[config.mk]
export PLATFORM = sky130hd
export DESIGN_NAME = alu_seq
export DESIGN_NICKNAME = d
export VERILOG_FILES = /design/src/rtl/alu_pkg.sv /design/src/rtl/alu_mul_seq.sv /design/src/rtl/alu_seq.sv
export SDC_FILE = /design/constraint.sdc
export NUM_CORES = 1
export LEC_CHECK = 0
export CAP_MARGIN = 20
export CELL_PAD_IN_SITES_DETAIL_PLACEMENT = 0
export CELL_PAD_IN_SITES_GLOBAL_PLACEMENT = 1
export CORE_MARGIN = 2
export CORE_UTILIZATION = 40
export CTS_CLUSTER_SIZE = 20
export DETAILED_ROUTE_END_ITERATION = 6
export MAX_ROUTING_LAYER = met4
export PLACE_DENSITY_LB_ADDON = 0.1
export REMOVE_ABC_BUFFERS = 1
export SLEW_MARGIN = 20
export SYNTH_ARGS = -nofsm -noshare
export SYNTH_HDL_FRONTEND = slang
export SYNTH_SLANG_ARGS = --single-unit
[constraint.sdc]
create_clock -name clk -period 6.4 [get_ports clk]
set_input_delay 1.28 -clock clk [delete_from_list [all_inputs] [get_ports clk]]
set_output_delay 1.28 -clock clk [all_outputs]
set_load 0.02 [all_outputs]
[src/rtl/alu_pkg.sv]
// ============================================================================
// Module   : alu_pkg
// Brief    : Opcode, flag and FSM-state types shared by the sequential ALU.
// Revision : 1.0
// ============================================================================
`default_nettype none

package alu_pkg;

  typedef enum logic [3:0] {
    ALU_ADD   = 4'd0,
    ALU_SUB   = 4'd1,
    ALU_AND   = 4'd2,
    ALU_OR    = 4'd3,
    ALU_XOR   = 4'd4,
    ALU_SLL   = 4'd5,
    ALU_SRL   = 4'd6,
    ALU_SLT   = 4'd7,
    ALU_SRA   = 4'd8,
    ALU_SLTU  = 4'd9,
    ALU_MUL   = 4'd10,
    ALU_MULHU = 4'd11
  } alu_op_t;

  typedef struct packed {
    logic err;
    logic ovf;
    logic carry;
    logic neg;
    logic zero;
  } alu_flags_t;

  localparam logic [3:0] ALU_OP_LAST = 4'd11;

  typedef enum logic [1:0] {
    ST_IDLE = 2'd0,
    ST_MUL  = 2'd1,
    ST_HOLD = 2'd2
  } alu_state_t;

  function automatic logic is_mul_op(input logic [3:0] op);
    return (op == ALU_MUL) || (op == ALU_MULHU);
  endfunction

endpackage

`default_nettype wire

[src/rtl/alu_mul_seq.sv]
// ============================================================================
// Module   : alu_mul_seq
// Brief    : Iterative radix-2 unsigned shift-add multiplier, one step/cycle.
// Revision : 1.0
// ============================================================================
`default_nettype none

module alu_mul_seq #(
  parameter int WIDTH = 32
) (
  input  logic               clk,
  input  logic               rst,
  input  logic               start,
  input  logic [WIDTH-1:0]   a,
  input  logic [WIDTH-1:0]   b,
  output logic               done,
  output logic [2*WIDTH-1:0] product
);

  localparam int c_CNT_W = $clog2(WIDTH);

  logic [2*WIDTH-1:0] r_mcand;
  logic [WIDTH-1:0]   r_mplier;
  logic [2*WIDTH-1:0] r_prod;
  logic [c_CNT_W-1:0] r_cnt;
  logic               r_busy;

  logic [2*WIDTH-1:0] w_prod_next;
  logic               w_last;

  assign w_prod_next = r_prod + (r_mplier[0] ? r_mcand : '0);
  assign w_last      = r_busy && (r_cnt == c_CNT_W'(WIDTH - 1));

  // The final step's sum is exposed directly so the result lands on the same edge.
  assign done    = w_last;
  assign product = w_prod_next;

  always_ff @(posedge clk or posedge rst) begin
    if (rst) begin
      r_mcand  <= '0;
      r_mplier <= '0;
      r_prod   <= '0;
      r_cnt    <= '0;
      r_busy   <= 1'b0;
    end else if (start) begin
      r_mcand  <= {{WIDTH{1'b0}}, a};
      r_mplier <= b;
      r_prod   <= '0;
      r_cnt    <= '0;
      r_busy   <= 1'b1;
    end else if (r_busy) begin
      r_prod   <= w_prod_next;
      r_mcand  <= r_mcand << 1;
      r_mplier <= r_mplier >> 1;
      r_cnt    <= r_cnt + 1'b1;
      if (w_last) begin
        r_busy <= 1'b0;
      end
    end
  end

endmodule

`default_nettype wire

[src/rtl/alu_seq.sv]
// ============================================================================
// Module   : alu_seq
// Brief    : Registered ALU with valid/ready handshake and iterative multiply.
// Revision : 1.0
// ============================================================================
`default_nettype none

module alu_seq
  import alu_pkg::*;
#(
  parameter int WIDTH  = 32,
  parameter bit MUL_EN = 1'b1
) (
  input  logic             clk,
  input  logic             rst,
  input  logic             in_valid,
  output logic             in_ready,
  input  logic [WIDTH-1:0] a,
  input  logic [WIDTH-1:0] b,
  input  logic [3:0]       alu_op,
  output logic             out_valid,
  input  logic             out_ready,
  output logic [WIDTH-1:0] result,
  output logic [4:0]       flags
);

  localparam int c_SH_W = $clog2(WIDTH);

  alu_state_t         r_state;
  alu_state_t         w_state_next;
  logic               r_out_valid;
  logic               w_out_valid_next;
  logic [WIDTH-1:0]   r_result;
  alu_flags_t         r_flags;
  logic               r_mul_hi;

  logic               w_in_ready;
  logic               w_in_fire;
  logic               w_illegal;
  logic               w_mul_start;
  logic               w_load_single;
  logic               w_load_mul;
  logic               w_mul_done;
  logic [2*WIDTH-1:0] w_mul_prod;
  logic [WIDTH-1:0]   w_mul_res;

  logic [c_SH_W-1:0]  w_shamt;
  logic [WIDTH:0]     w_sum;
  logic [WIDTH:0]     w_diff;
  logic [WIDTH-1:0]   w_alu_res;
  logic               w_carry;
  logic               w_ovf;
  alu_flags_t         w_single_flags;

  assign w_shamt   = b[c_SH_W-1:0];
  assign w_sum     = {1'b0, a} + {1'b0, b};
  assign w_diff    = {1'b0, a} - {1'b0, b};
  assign w_illegal = (alu_op > ALU_OP_LAST) || (!MUL_EN && is_mul_op(alu_op));

  always_comb begin
    w_alu_res = '0;
    w_carry   = 1'b0;
    w_ovf     = 1'b0;
    case (alu_op)
      ALU_ADD: begin
        w_alu_res = w_sum[WIDTH-1:0];
        w_carry   = w_sum[WIDTH];
        w_ovf     = (a[WIDTH-1] == b[WIDTH-1]) && (w_sum[WIDTH-1] != a[WIDTH-1]);
      end
      ALU_SUB: begin
        w_alu_res = w_diff[WIDTH-1:0];
        w_carry   = w_diff[WIDTH];
        w_ovf     = (a[WIDTH-1] != b[WIDTH-1]) && (w_diff[WIDTH-1] != a[WIDTH-1]);
      end
      ALU_AND:  w_alu_res = a & b;
      ALU_OR:   w_alu_res = a | b;
      ALU_XOR:  w_alu_res = a ^ b;
      ALU_SLL:  w_alu_res = a << w_shamt;
      ALU_SRL:  w_alu_res = a >> w_shamt;
      ALU_SRA:  w_alu_res = $unsigned($signed(a) >>> w_shamt);
      ALU_SLT:  w_alu_res = {{(WIDTH-1){1'b0}}, ($signed(a) < $signed(b))};
      ALU_SLTU: w_alu_res = {{(WIDTH-1){1'b0}}, (a < b)};
      default:  w_alu_res = '0;
    endcase
  end

  // Illegal opcodes report err alone, even though their zero result would set zero.
  always_comb begin
    w_single_flags = '0;
    if (w_illegal) begin
      w_single_flags.err = 1'b1;
    end else begin
      w_single_flags.ovf   = w_ovf;
      w_single_flags.carry = w_carry;
      w_single_flags.neg   = w_alu_res[WIDTH-1];
      w_single_flags.zero  = (w_alu_res == '0);
    end
  end

  generate
    if (MUL_EN) begin : g_mul_on
      alu_mul_seq #(
        .WIDTH   (WIDTH)
      ) u_mul (
        .clk     (clk),
        .rst     (rst),
        .start   (w_mul_start),
        .a       (a),
        .b       (b),
        .done    (w_mul_done),
        .product (w_mul_prod)
      );
    end else begin : g_mul_off
      assign w_mul_done = 1'b0;
      assign w_mul_prod = '0;
    end
  endgenerate

  assign w_mul_res  = r_mul_hi ? w_mul_prod[2*WIDTH-1:WIDTH] : w_mul_prod[WIDTH-1:0];
  assign w_in_ready = !rst && (r_state == ST_IDLE) && (!r_out_valid || out_ready);
  assign w_in_fire  = in_valid && w_in_ready;

  always_comb begin
    w_state_next     = r_state;
    w_out_valid_next = r_out_valid && !out_ready;
    w_mul_start      = 1'b0;
    w_load_single    = 1'b0;
    w_load_mul       = 1'b0;
    case (r_state)
      ST_IDLE: begin
        if (w_in_fire) begin
          if (is_mul_op(alu_op) && !w_illegal) begin
            w_mul_start      = 1'b1;
            w_out_valid_next = 1'b0;
            w_state_next     = ST_MUL;
          end else begin
            w_load_single    = 1'b1;
            w_out_valid_next = 1'b1;
          end
        end
      end
      ST_MUL: begin
        if (w_mul_done) begin
          w_load_mul       = 1'b1;
          w_out_valid_next = 1'b1;
          w_state_next     = ST_HOLD;
        end
      end
      ST_HOLD: begin
        if (out_ready) begin
          w_state_next = ST_IDLE;
        end
      end
      default: w_state_next = ST_IDLE;
    endcase
  end

  always_ff @(posedge clk or posedge rst) begin
    if (rst) begin
      r_state     <= ST_IDLE;
      r_out_valid <= 1'b0;
      r_result    <= '0;
      r_flags     <= '0;
      r_mul_hi    <= 1'b0;
    end else begin
      r_state     <= w_state_next;
      r_out_valid <= w_out_valid_next;
      if (w_mul_start) begin
        r_mul_hi <= (alu_op == ALU_MULHU);
      end
      if (w_load_single) begin
        r_result <= w_alu_res;
        r_flags  <= w_single_flags;
      end else if (w_load_mul) begin
        r_result      <= w_mul_res;
        r_flags       <= '0;
        r_flags.neg   <= w_mul_res[WIDTH-1];
        r_flags.zero  <= (w_mul_res == '0);
      end
    end
  end

  assign in_ready  = w_in_ready;
  assign out_valid = r_out_valid;
  assign result    = r_result;
  assign flags     = r_flags;

endmodule

`default_nettype wire
==> results.sh <==
export IMPL_status="complete, but fails checks"
export IMPL_violations="DRC"
export IMPL_cts_made_buffers=28
export IMPL_ir_drop_v=0.000336
export IMPL_worstHoldPathType="reg -> reg"
export IMPL_final_util=0.461
export IMPL_core_sq_um=57900
export IMPL_worst_slack_ns=0.544
export IMPL_critPathLaunchType="input port"
export IMPL_grt_pass1_wl_um=161000
export IMPL_cts_repair_resized=0
export IMPL_crit_top_cell="inv_1"
export IMPL_synth_ff_type="dfrtp_1"
export IMPL_total_power_w=0.0129
export IMPL_synth_most_common_cell="nor2_1"
export IMPL_postCtsHoldBufs=0
export IMPL_dp_hpwl_um=85600
export IMPL_initial_core_util=0.407
export IMPL_rr_worst_depth=16
export IMPL_hold_path_depth=2
export IMPL_fin_cells=3783
export IMPL_postRouteAntennaNets=0
export IMPL_synth_warnings=0
export IMPL_grt_use_total=0.366
export IMPL_diodes=0
export IMPL_cpPeakStageDelay_ns=0.94
export IMPL_fp_dieH_um=247
export IMPL_synth_cell_types=107
export IMPL_switching_share=0.524
export IMPL_boundaryPins=111
export IMPL_p_leak_nw=11.7
export IMPL_p_int_w=0.00613
export IMPL_synthDominantCellAreaShare=0.220
export IMPL_grt_pass1_vias=23800
export IMPL_drive_gt1_frac=0.101
export IMPL_path_cells="clkdlybuf4s50_1 > inv_1 > ha_1 > inv_1 > o31ai_1 > a2111oi_0 > o21bai_1 > o41ai_1 > o21ai_1 > a221o_1 > a221oi_1 > o22ai_1 > a21o_1"
export IMPL_drcViolationCount=2
export IMPL_worstPathArrival_ns=6.37
export IMPL_port_buffers=110
export IMPL_cp_max_fo=12
export IMPL_postCtsSetupBuffers=0
export IMPL_fmax_mhz=171
export IMPL_grt_overflow_total=0
export IMPL_seq_power_share=0.189
export IMPL_path_class="in -> reg"
export IMPL_power_density_nw_per_um2=482
export IMPL_critPathSlowestCell="clkdlybuf4s50_1"
export IMPL_fin_setup_tns_ns=0
export IMPL_via_count=24500
export IMPL_place_congestion=1.05
export IMPL_syn_instance_count=2956
export IMPL_clk_path_buf_depth=3
export IMPL_ys_seq_area_frac=0.220
export IMPL_finalSetupViolations=0
export IMPL_post_synth_top_area_cell="dfrtp_1"
export IMPL_area_growth_syn_to_layout_pct=13.3
export IMPL_wl_um=111000
export IMPL_synth_area_leaders="dfrtp_1 22%, ha_1 9.0%, mux2i_1 8.9%"
export IMPL_clk_transition_reported_paths_ns=0.06
export IMPL_hold_violations=0
export IMPL_drv_slew=0
export IMPL_ys_ff_latch=207
export IMPL_placed_cells=3732
export IMPL_num_rows=88
export IMPL_finalCritPeriodShare=0.915
export IMPL_drtIter0Drc=2543
export IMPL_clk_latency_ns=0.62
export IMPL_cts_root_buffer="clkbuf_16"
export IMPL_syn_cell_area_sq_um=23600
export IMPL_grt_antenna_before_repair=1
export IMPL_num_nets_final=3242
export IMPL_power_frac_clock=0.132
export IMPL_dpl_worst_slack_ns=0.210
export IMPL_dieArea_sq_um=60900
export IMPL_multi_input_area_sq_um=17000
export IMPL_clkSinkCount=207
export IMPL_cts_tree="done"
export IMPL_skew_ns=0.0128
export IMPL_wire_per_inst_um=29.3
export IMPL_slew_headroom=0.276
export IMPL_first_pass_iters=7
export IMPL_tightestPinTransition_ns=1.09
export IMPL_end_kind="flop"
export IMPL_timing_final_crit_period_ns=5.86
export IMPL_synthTopCellsByCount="323 x nor2_1, 304 x nand2_1, 222 x o21ai_0"
export IMPL_pwr_share_comb=0.678
export IMPL_timing_max_cap_violations=0
export IMPL_seqCellArea_sq_um=5180
export IMPL_async_reset_ff_frac=1.00
export IMPL_die_w_um=247
export IMPL_power_switching_w=0.00675
export IMPL_rsz0062_at_grt="no"
export IMPL_synth_edf_count=0
export IMPL_grt_max_degree=111
export IMPL_fillers=5849
export IMPL_vias_per_cell=6.48
export IMPL_critPathRequiredTime_ns=6.91
export IMPL_htreeDepth=1
export IMPL_synth_area_per_cell_sq_um=7.97
==> logic make-up (layout without fill, tap and decap cells) <==
family | count (synthesis) | after routing | synth area share
AND/OR/NAND/NOR | 1003 | 1003 | 0.201
AO/OA/AOI/OAI | 871 | 871 | 0.245
buffers and inverters | 335 | 397 | 0.0594
multiplexers | 293 | 293 | 0.155
flip-flops | 207 | 207 | 0.220
adder cells (fa/ha/maj) | 173 | 173 | 0.0928
XOR/XNOR | 74 | 74 | 0.0275
==> sequential cells by signal (all words and copies together) (netlist names) <==
signal,count
g_mul_on.u_mul.r_busy,1
g_mul_on.u_mul.r_mplier,32
r_mul_hi,1
g_mul_on.u_mul.r_prod,64
out_valid,1
result,32
g_mul_on.u_mul.r_cnt,5
flags,5
r_state,2
g_mul_on.u_mul.r_mcand,64
==> per-layer routing <==
metal / vias to the layer above / share of wire / global-route usage
met3: 306 / 0.061 / 0.0456
met5: - / 0 / -
li1: 11000 / - / -
met1: 12100 / 0.40 / 0.436
met4: 0 / 0.062 / 0.187
met2: 1119 / 0.48 / 0.610
==> power by group through the flow <==
stage	logic (W)	registers, W	clock network [W]
final	0.00873	0.00244	0.00170
after global routing	0.00936	0.00250	0.00178
after CTS	0.00859	0.00244	0.00174
after detailed placement	0.00856	0.00245	0
after global placement	0.00848	0.00243	0
after floorplan	0.00554	0.00262	0
==> worst paths after layout <==
| kind | endpoint | slack [ns] | start |
|---|---|---|---|
| worst max-delay path | result[31] | 0.54 | a[21] |
| worst min-delay path | flags[3] | 0.50 | flags[3] |
| worst max register to register | flags[0] | 0.67 | g_mul_on.u_mul.r_mplier[0] |
| worst min register to register | flags[3] | 0.50 | flags[3] |
| max in group asynchronous | g_mul_on.u_mul.r_mcand[57] | 4.03 | rst |
| min in group asynchronous | out_valid | 1.28 | rst |
==> cell type report <==
class / instances / area share
Multi-Input combinational cell: 2414 / 0.638
Sequential cell: 207 / 0.194
Timing Repair Buffer: 234 / 0.0793
Tap cell: 765 / 0.0359
Clock buffer: 35 / 0.0284
Inverter: 112 / 0.0160
Clock inverter: 16 / 0.00853
==> worst max-delay path: cells and delay by family <==
family,cells,cell delay [ns]
AOI/OAI and AO/OA,9,3.16
buffers and inverters,3,1.41
adders and majority gates,1,0.52
==> stage by stage <==
stage	area, sq um	hold WS [ns]
detailed placement	25700	0.493
global placement	25700	0.506
floorplan	22600	0.469
CTS	26700	0.507
global route	26700	0.529
finish	26700	0.495
==> cells in the final DEF, fill, tap and decap left out, types with 51 or more instances in the layout <==
master	n
nor2_1	322
nand2_1	304
o21ai_0	222
a21oi_1	218
mux2i_1	210
dfrtp_1	206
ha_1	170
buf_4	118
inv_1	107
clkdlybuf4s50_1	106
and2_1	80
nand4_1	51
mux4_2	51
Power figures use the tool's default switching activity.
